`src/rtl/packet_deconstructor_pkg.sv`:
```
// Shared definitions for the packet/timestamp framer and deconstructor pair.
// Holds the default delimiter, timestamp length and the state encoding both sides use.
package packet_deconstructor_pkg;

   localparam logic [7:0] DEF_SENTINEL    = 8'h00;
   localparam int         DEF_CLOCK_BYTES = 4;

   typedef enum logic [1:0] {
      ST_PACKET   = 2'd0,
      ST_SENTINEL = 2'd1,
      ST_CLOCK    = 2'd2
   } state_e;

   // Width of the timestamp byte index; never narrower than one bit.
   function automatic int idx_width(input int n_bytes);
      if (n_bytes > 1) begin
         return $clog2(n_bytes);
      end else begin
         return 1;
      end
   endfunction

endpackage

```
`src/rtl/packet_deconstructor_if.sv`:
```
// Byte-stream and timestamp handshake bundle around the packet deconstructor.
// slave is the deconstructor side, master is the UART source / consumer side.
interface packet_deconstructor_if
   import packet_deconstructor_pkg::*;
#(
   parameter int CW = 8 * DEF_CLOCK_BYTES
);
   logic [7:0]    uart_data;
   logic          uart_valid;
   logic          uart_ready;
   logic [7:0]    packet_data;
   logic          packet_valid;
   logic          packet_ready;
   logic          packet_last;
   logic [CW-1:0] clock_data;
   logic          clock_valid;
   logic          clock_ready;
   logic          framing_error;

   modport slave (
      input  uart_data, uart_valid, packet_ready, clock_ready,
      output uart_ready, packet_data, packet_valid, packet_last,
             clock_data, clock_valid, framing_error
   );

   modport master (
      output uart_data, uart_valid, packet_ready, clock_ready,
      input  uart_ready, packet_data, packet_valid, packet_last,
             clock_data, clock_valid, framing_error
   );
endinterface

```
`src/rtl/packet_deconstructor.sv`:
```
// Splits a UART byte stream of payload, sentinel and MSB-first timestamp into a
// last-flagged payload stream and a parallel timestamp word.
module packet_deconstructor
   import packet_deconstructor_pkg::*;
#(
   parameter logic [7:0] SENTINEL    = DEF_SENTINEL,
   parameter int         CLOCK_BYTES = DEF_CLOCK_BYTES
)(
   input logic                    clock,
   input logic                    reset,
   packet_deconstructor_if.slave  bus
);

   localparam int                CW       = 8 * CLOCK_BYTES;
   localparam int                IDX_W    = idx_width(CLOCK_BYTES);
   localparam logic [IDX_W-1:0]  LAST_IDX = IDX_W'(CLOCK_BYTES - 1);

   state_e           state_q, state_d;
   logic [IDX_W-1:0] idx_q, idx_d;
   logic [7:0]       hold_data_q, hold_data_d;
   logic             hold_full_q, hold_full_d;
   logic [CW-9:0]    shift_q, shift_d;
   logic [7:0]       pkt_data_q, pkt_data_d;
   logic             pkt_valid_q, pkt_valid_d;
   logic             pkt_last_q, pkt_last_d;
   logic [CW-1:0]    clk_data_q, clk_data_d;
   logic             clk_valid_q, clk_valid_d;
   logic             ferr_q, ferr_d;

   logic uart_ready_s, accept_s, pkt_free_s, clk_free_s;
   logic load_pkt_s, load_last_s, load_clk_s;

   assign pkt_free_s = !pkt_valid_q || bus.packet_ready;
   assign clk_free_s = !clk_valid_q || bus.clock_ready;
   assign accept_s   = bus.uart_valid && uart_ready_s;

   // Input backpressure: payload waits on hold+output, only the final timestamp byte waits on the timestamp sink.
   always_comb begin
      uart_ready_s = 1'b0;
      case (state_q)
         ST_PACKET: uart_ready_s = !hold_full_q || pkt_free_s;
         ST_CLOCK: begin
            if (idx_q == LAST_IDX) begin
               uart_ready_s = clk_free_s;
            end else begin
               uart_ready_s = 1'b1;
            end
         end
         default: uart_ready_s = 1'b0;
      endcase
   end

   // Parser next state: hold register, timestamp shifter and load requests.
   always_comb begin
      state_d     = state_q;
      idx_d       = idx_q;
      hold_data_d = hold_data_q;
      hold_full_d = hold_full_q;
      shift_d     = shift_q;
      ferr_d      = 1'b0;
      load_pkt_s  = 1'b0;
      load_last_s = 1'b0;
      load_clk_s  = 1'b0;
      case (state_q)
         ST_PACKET: begin
            if (accept_s) begin
               load_pkt_s = hold_full_q;
               if (bus.uart_data != SENTINEL) begin
                  hold_data_d = bus.uart_data;
                  hold_full_d = 1'b1;
               end else begin
                  // An empty packet still has a timestamp behind it; consume it to stay aligned.
                  load_last_s = 1'b1;
                  hold_full_d = 1'b0;
                  ferr_d      = !hold_full_q;
                  state_d     = ST_CLOCK;
               end
            end else begin
               state_d = ST_PACKET;
            end
         end
         ST_CLOCK: begin
            if (accept_s) begin
               if (idx_q == LAST_IDX) begin
                  load_clk_s = 1'b1;
                  idx_d      = '0;
                  state_d    = ST_PACKET;
               end else begin
                  shift_d = (CW-8)'({shift_q, bus.uart_data});
                  idx_d   = idx_q + IDX_W'(1);
               end
            end else begin
               state_d = ST_CLOCK;
            end
         end
         default: begin
            state_d     = ST_PACKET;
            idx_d       = '0;
            hold_full_d = 1'b0;
         end
      endcase
   end

   // Output registers: a reload and a consumer accept in one cycle chain without a bubble.
   always_comb begin
      pkt_data_d  = pkt_data_q;
      pkt_valid_d = pkt_valid_q;
      pkt_last_d  = pkt_last_q;
      clk_data_d  = clk_data_q;
      clk_valid_d = clk_valid_q;
      if (load_pkt_s) begin
         pkt_data_d  = hold_data_q;
         pkt_valid_d = 1'b1;
         pkt_last_d  = load_last_s;
      end else if (bus.packet_ready) begin
         pkt_valid_d = 1'b0;
         pkt_last_d  = 1'b0;
      end else begin
         pkt_valid_d = pkt_valid_q;
      end
      if (load_clk_s) begin
         clk_data_d  = {shift_q, bus.uart_data};
         clk_valid_d = 1'b1;
      end else if (bus.clock_ready) begin
         clk_valid_d = 1'b0;
      end else begin
         clk_valid_d = clk_valid_q;
      end
   end

   // State and output flops with asynchronous active-low reset.
   always_ff @(posedge clock or negedge reset) begin
      if (!reset) begin
         state_q     <= ST_PACKET;
         idx_q       <= '0;
         hold_data_q <= 8'h00;
         hold_full_q <= 1'b0;
         shift_q     <= '0;
         pkt_data_q  <= 8'h00;
         pkt_valid_q <= 1'b0;
         pkt_last_q  <= 1'b0;
         clk_data_q  <= '0;
         clk_valid_q <= 1'b0;
         ferr_q      <= 1'b0;
      end else begin
         state_q     <= state_d;
         idx_q       <= idx_d;
         hold_data_q <= hold_data_d;
         hold_full_q <= hold_full_d;
         shift_q     <= shift_d;
         pkt_data_q  <= pkt_data_d;
         pkt_valid_q <= pkt_valid_d;
         pkt_last_q  <= pkt_last_d;
         clk_data_q  <= clk_data_d;
         clk_valid_q <= clk_valid_d;
         ferr_q      <= ferr_d;
      end
   end

   assign bus.uart_ready    = uart_ready_s;
   assign bus.packet_data   = pkt_data_q;
   assign bus.packet_valid  = pkt_valid_q;
   assign bus.packet_last   = pkt_last_q;
   assign bus.clock_data    = clk_data_q;
   assign bus.clock_valid   = clk_valid_q;
   assign bus.framing_error = ferr_q;

endmodule

```
`src/flat_wrapper.sv`:
```
// flat-port wrapper written by rule: the top's interface ports become plain ports
module packet_deconstructor_flat import packet_deconstructor_pkg::*;
#(
   parameter logic [7:0] SENTINEL    = DEF_SENTINEL,
   parameter int         CLOCK_BYTES = DEF_CLOCK_BYTES
)
  (clock, reset, bus_uart_data, bus_uart_valid, bus_packet_ready, bus_clock_ready, bus_uart_ready, bus_packet_data, bus_packet_valid, bus_packet_last, bus_clock_data, bus_clock_valid, bus_framing_error);
  packet_deconstructor_if #(.CW(32)) bus_i ();
  input logic clock;
  input logic reset;
  input wire logic [$bits(bus_i.uart_data)-1:0] bus_uart_data;
  input wire logic [$bits(bus_i.uart_valid)-1:0] bus_uart_valid;
  input wire logic [$bits(bus_i.packet_ready)-1:0] bus_packet_ready;
  input wire logic [$bits(bus_i.clock_ready)-1:0] bus_clock_ready;
  output wire logic [$bits(bus_i.uart_ready)-1:0] bus_uart_ready;
  output wire logic [$bits(bus_i.packet_data)-1:0] bus_packet_data;
  output wire logic [$bits(bus_i.packet_valid)-1:0] bus_packet_valid;
  output wire logic [$bits(bus_i.packet_last)-1:0] bus_packet_last;
  output wire logic [$bits(bus_i.clock_data)-1:0] bus_clock_data;
  output wire logic [$bits(bus_i.clock_valid)-1:0] bus_clock_valid;
  output wire logic [$bits(bus_i.framing_error)-1:0] bus_framing_error;
  assign bus_i.uart_data = bus_uart_data;
  assign bus_i.uart_valid = bus_uart_valid;
  assign bus_i.packet_ready = bus_packet_ready;
  assign bus_i.clock_ready = bus_clock_ready;
  assign bus_uart_ready = bus_i.uart_ready;
  assign bus_packet_data = bus_i.packet_data;
  assign bus_packet_valid = bus_i.packet_valid;
  assign bus_packet_last = bus_i.packet_last;
  assign bus_clock_data = bus_i.clock_data;
  assign bus_clock_valid = bus_i.clock_valid;
  assign bus_framing_error = bus_i.framing_error;
  packet_deconstructor #(.SENTINEL(SENTINEL), .CLOCK_BYTES(CLOCK_BYTES)) u_core (.clock(clock), .reset(reset), .bus(bus_i));
endmodule
```
`config.mk`:
```
export PLATFORM = sky130hd
export DESIGN_NAME = packet_deconstructor_flat
export DESIGN_NICKNAME = d
export VERILOG_FILES = /design/src/rtl/packet_deconstructor_pkg.sv /design/src/rtl/packet_deconstructor_if.sv /design/src/rtl/packet_deconstructor.sv /design/src/flat_wrapper.sv
export SDC_FILE = /design/constraint.sdc
export NUM_CORES = 1
export LEC_CHECK = 0
export BUFFER_PORTS_ARGS = -buffer_cell sky130_fd_sc_hd__clkbuf_2
export CORE_MARGIN = 1
export CORE_UTILIZATION = 60
export CTS_BUF_LIST = sky130_fd_sc_hd__clkbuf_4 sky130_fd_sc_hd__clkbuf_8
export DETAILED_ROUTE_END_ITERATION = 7
export GPL_ROUTABILITY_DRIVEN = 0
export HOLD_SLACK_MARGIN = 0.05
export PLACE_DENSITY = 0.81
export SETUP_SLACK_MARGIN = 0.2
export SLEW_MARGIN = 40
export SYNTH_ARGS = -nofsm -noshare
export SYNTH_HDL_FRONTEND = slang
export SYNTH_SLANG_ARGS = --single-unit
```
`constraint.sdc`:
```
create_clock -name clock -period 4.85 [get_ports clock]
set_input_delay 0.97 -clock clock [delete_from_list [all_inputs] [get_ports clock]]
set_output_delay 0.97 -clock clock [all_outputs]
set_load 0.01 [all_outputs]
```
==> Word level (Yosys, flattened, before mapping) <==
Index checks and enable logic that the tools add are counted.
Widths: inputs -> output; s select.
{ "classes": {"addsub": 1, "n_eq_ne": 6, "mux": 29, "bitwise_logic": 3, "reduce_logical": 16} }
{ "op_table": {"columns": ["operator", "n"], "rows": [
  ["$mux 1", 19],
  ["$mux 2", 6],
  ["$pmux 2 s2", 2],
  ["$reduce_bool 8->1", 1],
  ["$ne 3x3->1 const B", 2],
  ["$reduce_and 2->1", 3],
  ["$reduce_and 3->1", 2],
  ["$eq 2x2->1 const B", 2],
  ["$ne 2x1->1 const B", 2],
  ["$pmux 1 s2", 2],
  ["$reduce_bool 2->1", 2],
  ["$logic_not 1->1", 3],
  ["$logic_or 1x1->1", 3],
  ["$not 1->1", 3],
  ["$add 2x1->2 const B", 1],
  ["$logic_not 2->1", 1],
  ["$logic_and 1x1->1", 1]
]} }
{ "totals": {"ff_bits": 81, "out_inout_bits": 45, "elab_cells": 66} }

==> Depth between registers and ports, before layout <==
Gate-level depths: netlist (run 1).
{ "depth": {"ltp_word": 8, "ltp_mapped": 7, "mapped_depth_nobuf": 7} }

==> Worst setup path before layout (run 1) <==
No wires, ideal clock.
{ "synth_path": {"kind": "input to output", "startpoint": "input bus_packet_ready", "endpoint": "output bus_uart_ready", "t_arrival_ns": 1.425, "path_slack_ns": 2.455, "cell_stages": 2, "path_cell_list": "nor2b_1 -> a31oi_1"} }
{ "synth_between": {"elab_chain_len": 3} }
{ "synth_rtl": {"columns": ["item", "line", "rtl"], "rows": [
  ["from (decl)", "flat_wrapper.sv:13", "input wire logic [$bits(bus_i.packet_ready)-1:0] bus_packet_ready;"],
  ["$logic_or 1x1->1", "packet_deconstructor.sv:33", "assign pkt_free_s = !pkt_valid_q || bus.packet_ready;"],
  ["$logic_or 1x1->1", "packet_deconstructor.sv:41", "ST_PACKET: uart_ready_s = !hold_full_q || pkt_free_s;"],
  ["$pmux 1 s2", "packet_deconstructor.sv:40", "case (state_q)"],
  ["to (decl)", "flat_wrapper.sv:15", "output wire logic [$bits(bus_i.uart_ready)-1:0] bus_uart_ready;"]
]} }
Every way passes these cells.

==> Worst setup path after layout (run 1) <==
Ends and elaborated chain as after synthesis.

==> impl_metrics.ini, run 1 <==
[finish]
fin_area_mm2 = 0.00365
diodes = 0
syn2layout_area_growth_pct = 17.3
drive_gt1_frac = 0.593
nNetsFinal = 271
multi_input_area_mm2 = 0.00106
nFillCells = 317
mostFrequentLayoutCells = 80 x dfrtp_1, 71 x mux2_2, 56 x clkbuf_2
seqCellArea_mm2 = 0.00200
mostFrequentLayoutCell = dfrtp_1

[worst_setup_path]
r2r-start = u_core.idx_q[1]$_DFFE_PN0P_
critPathLaunchType = primary input
cp_data_required_time_ps = 3880
worstRegToRegCells = 5
path_depth = 4
cpPeakStageDelay_ps = 320
crit_end = bus_uart_ready
critPathLaunch = bus_packet_ready
end_kind = output port
crit_top_cell = clkbuf_2
reg2reg_slack_ps = 3010
reg2reg_to = u_core.bus.clock_data[11]$_DFFE_PN0P_
crit_buf_inv = 2
slowest_stage = nor2b_1
cp_top_family = simple AND/OR/NAND/NOR gates
cp_max_fo = 4
crit_type = primary input to output port
arrival_ps = 1680
crit_chain = clkbuf_2 > nor2b_1 > a31oi_1 > clkbuf_2

[global_routing]
grt_max_degree = 81
grt_pass1_vias = 1720
grt_pass1_wl_um = 8250
antenna_found_initial = 0
track_usage = 0.210
globalRouteOverflowTotal = 0

[synth]
synthCells = 192
ys_ff_latch = 80
synth_area_leaders = dfrtp_1 64%, mux2_2 26%, ha_1 1.2%
synth_edf_count = 0
yosys_warnings = 0
seq_area_frac_synth = 0.644
synth_cell_types = 26
synth_ff_type = dfrtp_1
synth_area_leader_cell = dfrtp_1
synth_top_cell_area_share = 0.644
synth_area_per_cell_um2 = 16.2
synth_nets = 208
netlist_area_mm2 = 0.00311
async_flop_share = 1.00

[detailed_routing]
drt-wirelength-per-cell_um = 15.5
vias = 1730
drc_errors = 0
avgViaCountPerCell = 5.32
wirelength_um = 5050
drtIter0Drc = 65
ant_nets = 0
firstDrtPassIters = 3

[clock_tree]
clkLatencyLatePin_ps = 330
cts_sinks = 80
numCtsBuffers = 9
root_buffer = clkbuf_8
postCtsSetupRepairBufs = 0
cts_tree = built
cts_hold_buf = 0
clk_pin_slew_ps = 70
clockBufferDepth = 2
cts.htree.levels = 3
cts_resized = 0

[timing]
hold_violations = 0
rsz0062_at_grt = false
finalCriticalPeriod_ps = 2650
whs_ps = 493
fin_skew_ps = 3.12
fmax_mhz = 378
setup_viol = 0
worst_slew_pin_slew_ps = 699
finalSetupTns_ps = 0
fin_crit_sh = 0.546
fin_ws_ps = 2200
relSlewSlack = 0.534
slew_violations = 0

[floorplan]
core_area_mm2 = 0.00485
floorplan.die.width_um = 74.0
initial_utilization = 0.641
rows = 25
die_area_mm2 = 0.00547
die_y_um = 74.0
num_io_pins = 58

[place]
port_buffers = 57
dp_slack_ps = 2200
hpwl_um = 3410
dpl_cell_area_mm2 = 0.00348

[pwr]
p_leak_nw = 1.78
ir_drop_v = 0.000346
cellPowerDensity_mw_per_mm2 = 595

[run]
cap_violations = 0

[status]
status = finished, final reports clean

[hold_path]
hold_class = flop to flop
==> flip-flops by register name, summed over array words and instances (netlist names) <==
name	count
u_core.shift_q	24
u_core.idx_q	2
u_core.state_q	1
u_core.hold_full_q	1
u_core.hold_data_q	8
u_core.bus.clock_valid	1
u_core.bus.clock_data	32
u_core.bus.framing_error	1
u_core.bus.packet_data	8
u_core.bus.packet_valid	1
u_core.bus.packet_last	1
==> cell type report <==
| type | instances | share of cell area |
|---|---|---|
| multi-input cells | 102 | 0.290 |
| clock inverters | 1 | 0.00137 |
| well taps | 67 | 0.0230 |
| repair buffers | 59 | 0.0895 |
| clock buffers | 13 | 0.0439 |
| inverters | 3 | 0.00309 |
| flip-flops and latches | 80 | 0.549 |
==> cell usage after synthesis, types with 2 or more instances <==
cell type	count
dfrtp_1	80
mux2_2	71
buf_4	4
ha_1	3
inv_1	3
nand2b_1	3
nand3_1	3
nor2b_1	3
buf_2	2
nand2_1	2
nor4_2	2
o21ai_0	2
==> how the worst min path moves through the flow <==
stage,startpoint,endpoint,slack [ps],cells after the start
finish,u_core.bus.clock_data[2]$_DFFE_PN0P_,u_core.bus.clock_data[2]$_DFFE_PN0P_,490,1
global route,u_core.bus.clock_data[31]$_DFFE_PN0P_,u_core.bus.clock_data[31]$_DFFE_PN0P_,520,1
CTS,u_core.bus.clock_data[2]$_DFFE_PN0P_,u_core.bus.clock_data[2]$_DFFE_PN0P_,500,1
detailed placement,u_core.bus.clock_data[2]$_DFFE_PN0P_,u_core.bus.clock_data[2]$_DFFE_PN0P_,480,1
global placement,u_core.bus.clock_data[2]$_DFFE_PN0P_,u_core.bus.clock_data[2]$_DFFE_PN0P_,470,1
floorplan,u_core.shift_q[16]$_DFFE_PN0P_,u_core.bus.clock_data[24]$_DFFE_PN0P_,470,1
==> cells by family after synthesis <==
family | after synthesis | share of synthesized area
AOI/OAI and AO/OA | 6 | 0.0181
adders and majority gates | 3 | 0.0121
buffers and inverters | 10 | 0.0181
DFF | 80 | 0.644
muxes | 73 | 0.264
and+or+nand+nor | 20 | 0.0439
==> power by group <==
part | total (mW) | switching (mW) | internal (mW)
registers | 1.11 | 0.164 | 0.950
logic | 0.637 | 0.269 | 0.368
clock network | 0.418 | 0.207 | 0.211
total | 2.17 | 0.641 | 1.53
==> per-stage QoR <==
step / total power, mW / utilization / std cells
3_5_place_dp: 1.78 / 0.718 / 311
2_1_floorplan: 1.53 / - / 192
6_report: 2.17 / 0.752 / 325
5_1_grt: 2.31 / 0.752 / 325
3_3_place_gp: 1.74 / 0.712 / 310
4_1_cts: 2.20 / 0.752 / 325
==> per-layer routing <==
metal	track usage	vias to the layer above	wire [um]	share of wire
li1	-	795	-	-
met1	0.277	894	2250	0.45
met2	0.324	37	2560	0.51
met3	0.0650	4	196	0.039
met4	0.0919	0	39	0.0077
met5	0	-	0	0
No activity file was read; power rests on OpenSTA's default activity.
==> inputs of run 2 (changes only) <==
--- a/config.mk
+++ b/config.mk
@@ -7,12 +7,12 @@
 export LEC_CHECK = 0
 export BUFFER_PORTS_ARGS = -buffer_cell sky130_fd_sc_hd__clkbuf_2
 export CORE_MARGIN = 1
-export CORE_UTILIZATION = 60
+export CORE_UTILIZATION = 51
 export CTS_BUF_LIST = sky130_fd_sc_hd__clkbuf_4 sky130_fd_sc_hd__clkbuf_8
 export DETAILED_ROUTE_END_ITERATION = 7
 export GPL_ROUTABILITY_DRIVEN = 0
 export HOLD_SLACK_MARGIN = 0.05
-export PLACE_DENSITY = 0.81
+export PLACE_DENSITY = 0.73
 export SETUP_SLACK_MARGIN = 0.2
 export SLEW_MARGIN = 40
 export SYNTH_ARGS = -nofsm -noshare
==> constraint.sdc (replaced) <==
create_clock -name clock -period 2.4 [get_ports clock]
set_input_delay 0.48 -clock clock [delete_from_list [all_inputs] [get_ports clock]]
set_output_delay 0.48 -clock clock [all_outputs]
set_load 0.01 [all_outputs]
==> run 2 against run 1 <==
Register-to-register slack worse by 2400 ps. First-iteration DRC count decreased by 11%. Die area up 17%. Sequential power increased by 100%. Via count up 1.6%. Count of clock-buffer cells in the layout decreased by 1. Global-route usage fell by 1.7 points. Cell count up 3.1%. Critical path depth stayed put. Sequential cell count is the same. Clock skew rose by 2.8 ps. Worst hold slack worse by 390 ps. Largest cell class unchanged. Highest routed layer unchanged.
==> impl_metrics.ini, run 2 (synthesis results as in run 1) <==
[finish]
nNetsFinal = 272
largest_reg_flops = 32
mostFrequentLayoutCells = 80 x dfrtp_1, 71 x mux2_2, 56 x clkbuf_2
diodes = 0
final_util = 0.633
mostFrequentLayoutCell = dfrtp_1
drive_gt1_frac = 0.596
syn2layout_area_growth_pct = 19.8

[clock_tree]
cts.htree.levels = 3
numCtsBuffers = 9
cts_sinks = 80
clockBufferDepth = 2
root_buffer = clkbuf_8
postCtsSetupRepairBufs = 0
clkLatencyLatePin_ps = 340
cts_hold_buf = 0
cts_tree = built
cts_resized = 0
clk_pin_slew_ps = 80

[worst_setup_path]
cp_max_fo = 3
r2r-start = u_core.idx_q[0]$_DFFE_PN0P_
crit_type = flop to output port
critPathLaunchType = flop
end_kind = output port
cp_data_required_time_ps = 1920
worstRegToRegCells = 4
arrival_ps = 1520
reg2reg_to = u_core.shift_q[22]$_DFFE_PN0P_
reg2reg_slack_ps = 630

[run]
cap_violations = 0

[place]
hpwl_um = 3510
port_buffers = 57

[pwr]
p_leak_nw = 1.82
ir_drop_v = 0.000625
cellPowerDensity_mw_per_mm2 = 1240
fin_total_pwr_mw = 4.64

[global_routing]
track_usage = 0.193
globalRouteOverflowTotal = 0
grt_pass1_vias = 1770
antenna_found_initial = 0
grt_pass1_wl_um = 8890
grt_max_degree = 42

[floorplan]
die_area_mm2 = 0.00641
initial_utilization = 0.528
die_y_um = 80.1
num_io_pins = 58
rows = 28
floorplan.die.width_um = 80.1
core_area_mm2 = 0.00589

[timing]
finalCriticalPeriod_ps = 2000
fin_crit_sh = 0.834
slew_violations = 0
rsz0062_at_grt = false
finalSetupTns_ps = 0
fin_skew_ps = 5.94
relSlewSlack = 0.596
hold_violations = 0
setup_viol = 0
worst_slew_pin_slew_ps = 604
fmax_mhz = 500

[detailed_routing]
drt-wirelength-per-cell_um = 15.7
ant_nets = 0
drtIter0Drc = 58
vias = 1758
avgViaCountPerCell = 5.25
drc_errors = 0
firstDrtPassIters = 4
wirelength_um = 5240

[hold_path]
hold_class = primary input to asynchronous set/reset pin

[status]
status = finished, final reports clean
## run 2: cell count changes in the layout (fill, tap and decap cells not counted), sizes merged
cell	previous run	this run
bufinv	0	2
buf	3	4
clkbuf	69	68
## run 2: area by class of cell
class                   count  area (um2)
fillers                   453        2160
flip-flops and latches     80        2000
multi-input cells         102        1060
repair buffers             60         335
clock buffers              12         159
well taps                  75        93.8
clock inverters             3        65.1
inverters                   3        11.3
## run 2: worst max-delay path by stage
stage,startpoint,endpoint,slack [ps],cells past startpoint
after floorplan,u_core.idx_q[0]$_DFFE_PN0P_,u_core.hold_full_q$_DFFE_PN0P_,660,7
after global placement,bus_packet_ready,u_core.hold_full_q$_DFFE_PN0P_,610,6
after detailed placement,bus_uart_valid,u_core.bus.packet_data[5]$_DFFE_PN0P_,590,5
after CTS,u_core.idx_q[0]$_DFFE_PN0P_,bus_uart_ready,390,4
after global routing,u_core.idx_q[0]$_DFFE_PN0P_,bus_uart_ready,310,4
final,u_core.idx_q[0]$_DFFE_PN0P_,bus_uart_ready,400,4
## run 2: metrics by stage
step	setup slack [ps]	cell area (um2)	hold WS, ps	instances
after global placement	611	3500	473	320
final	399	3720	104	335
after floorplan	658	3110	184	192
after global routing	308	3720	134	335
after CTS	387	3720	109	335
after detailed placement	592	3500	481	320
## run 2: per-layer routing
| layer | wire (um) | part of all wire | GRT usage |
|---|---|---|---|
| met2 | 2460 | 0.47 | 0.282 |
| met1 | 2450 | 0.47 | 0.262 |
| met3 | 243 | 0.046 | 0.0705 |
| met5 | 0 | 0 | 0 |
| met4 | 89 | 0.017 | 0.0750 |
## run 2: where the power goes
group,leakage (nW),internal (mW),switching (mW)
clock network,0.116,0.647,0.450
registers,1.00,1.92,0.331
logic,0.695,0.746,0.544
## run 2: critical path, stage by stage (launching register included)
cell      delay [ps]
dfrtp_1          390
ha_1             230
and4b_2          230
a31oi_1          170
clkbuf_2         160
==> inputs of run 3 (changes only) <==
==> constraint.sdc (replaced) <==
create_clock -name clock -period 1.7 [get_ports clock]
set_input_delay 0.34 -clock clock [delete_from_list [all_inputs] [get_ports clock]]
set_output_delay 0.34 -clock clock [all_outputs]
set_load 0.01 [all_outputs]
==> run 3 against run 2 <==
The flow now finishes with violations (setup timing). Routed wire length up 38%. Clock skew up 2.5 ps. Count of clock-buffer cells in the layout unchanged. Sequential share of layout area down 8.8 points. Cell count up 11%. Sequential cell count unchanged. Global-route usage up 3.4 points. Highest routed layer unchanged.
==> impl_metrics.ini, run 3 (synthesis results as in run 1) <==
[worst_setup_path]
arrival_ps = 2090
end_kind = flop
cp_max_fo = 7
cpPeakStageDelay_ps = 430
r2r-start = u_core.idx_q[0]$_DFFE_PN0P_
critPathLaunch = u_core.idx_q[0]$_DFFE_PN0P_
crit_buf_inv = 4
crit_type = flop to flop
worstRegToRegCells = 8
reg2reg_to = u_core.shift_q[23]$_DFFE_PN0P_
cp_data_required_time_ps = 1930
crit_top_cell = buf_6
reg2reg_slack_ps = -160
slowest_stage = dfrtp_1
crit_chain = ha_4 > buf_4 > buf_6 > and2b_2 > nand2_4 > buf_6 > buf_12 > mux2_4
cp_top_family = buffers and inverters
critPathLaunchType = flop

[pwr]
switching_power_mw = 2.35
ir_drop_v = 0.00109
combPwrFrac = 0.370
p_leak_nw = 2.19
power.clock.fraction = 0.196
swShare = 0.308
pwr-share-seq = 0.434
cellPowerDensity_mw_per_mm2 = 1710
p_int_mw = 5.26

[detailed_routing]
drtIter0Drc = 85
drc_errors = 0
wirelength_um = 7260
firstDrtPassIters = 4
drt-wirelength-per-cell_um = 19.6
avgViaCountPerCell = 5.30
ant_nets = 0
vias = 1968

[finish]
layout.cells.non_filler = 371
syn2layout_area_growth_pct = 43.5
largest_reg_flops = 32
diodes = 0
mostFrequentLayoutCells = 79 x dfrtp_1, 55 x clkbuf_2, 52 x mux2_4
nNetsFinal = 307
nFillCells = 337
mostFrequentLayoutCell = dfrtp_1
drive_gt1_frac = 0.686

[clock_tree]
clockBufferDepth = 2
clk_pin_slew_ps = 80
cts.htree.levels = 3
numCtsBuffers = 9
root_buffer = clkbuf_8
cts_tree = built
clkLatencyLatePin_ps = 350
cts_sinks = 80

[hold_path]
hold_class = primary input to flop
whs_path_depth = 3
whs_endpoint = u_core.bus.clock_valid$_DFFE_PN0P_
hp-start = bus_clock_ready

[floorplan]
die_y_um = 80.1
rows = 28
initial_utilization = 0.528
core_area_mm2 = 0.00589
num_io_pins = 58
die_area_mm2 = 0.00641
floorplan.die.width_um = 80.1

[timing]
fin_ws_ps = -156
finalSetupTns_ps = -3960
rsz0062_at_grt = true
worst_slew_pin_slew_ps = 418
setup_viol = 52
hold_violations = 0
relSlewSlack = 0.719
fmax_mhz = 539
fin_skew_ps = 8.43
slew_violations = 0
finalCriticalPeriod_ps = 1860
fin_crit_sh = 1.09

[status]
violations = setup timing
status = complete, but fails checks

[global_routing]
grt_pass1_vias = 1936
grt_pass1_wl_um = 10400
globalRouteOverflowTotal = 0
track_usage = 0.227
grt_max_degree = 34
antenna_found_initial = 0

[run]
cap_violations = 0

[place]
dp_cells = 331
port_buffers = 57
hpwl_um = 3750
run 3: cell types whose count changed in the layout (fill, tap and decap cells not counted), moves of 3 or more:
cell	delta
buf_16	+4
ha_4	+3
buf_6	+7
ha_1	-3
mux2_2	-51
buf_12	+6
buf_4	+17
mux2_4	+52
run 3: cell type report:
type	count	area, um2	area share
clock buffers	12	165	0.0370
clock inverters	4	51.3	0.0115
inverters	3	11.3	0.00252
multi-input cells	102	1360	0.304
flip-flops and latches	80	2000	0.449
well taps	75	93.8	0.0210
repair buffers	95	782	0.175
run 3: worst max path at each step:
stage | cells after the start | slack [ps] | end
floorplan | 7 | 110 | u_core.hold_full_q$_DFFE_PN0P_
global route | 8 | -190 | u_core.shift_q[23]$_DFFE_PN0P_
global placement | 5 | 130 | u_core.hold_data_q[0]$_DFFE_PN0P_
finish | 8 | -160 | u_core.shift_q[23]$_DFFE_PN0P_
detailed placement | 5 | 80 | u_core.hold_data_q[0]$_DFFE_PN0P_
CTS | 4 | -100 | bus_uart_ready
run 3: power groups by stage:
stage / Sequential [mW] / Clock, mW / Combinational [mW]
6_report: 3.30 / 1.49 / 2.82
4_1_cts: 3.22 / 1.50 / 2.42
2_1_floorplan: 3.28 / 0 / 1.15
3_3_place_gp: 3.21 / 0 / 1.93
3_5_place_dp: 3.25 / 0 / 1.98
5_1_grt: 3.38 / 1.57 / 2.99
run 3: worst reg2reg max path: stages, from the launching register on:
cell and delay (ps):
dfrtp_1 430, ha_4 180, buf_4 120, buf_6 110
and2b_2 240, nand2_4 90, buf_6 130, buf_12 130
mux2_4 300
run 3: what timing repair did:
action,4_1_cts,5_1_grt
pin swaps,4,2
cloned,6,0
setup buffers,11,6
endpoints found under the hold margin,30,0
resized for setup,40,48
endpoints found under the setup margin,62,79
hold buffers,1,0
run 3: routing by layer:
metal / GRT usage / routed length (um) / vias up
met2: 0.368 / 3640 / 53
met5: 0 / 0 / -
met3: 0.0511 / 271 / 11
met4: 0.0750 / 107 / 0
met1: 0.302 / 3240 / 1022
li1: - / - / 882
run 3: stage by stage:
stage / area [um2] / power, mW / util / hold WS, ps / setup WS (ps)
finish: 4460 / 7.61 / 0.758 / 275 / -156
detailed placement: 3640 / 5.23 / 0.618 / 311 / 81.7
CTS: 4230 / 7.14 / 0.719 / 271 / -103
floorplan: 3160 / 4.43 / - / 44.4 / 107
global route: 4460 / 7.94 / 0.758 / 293 / -192
global placement: 3640 / 5.14 / 0.618 / 311 / 130
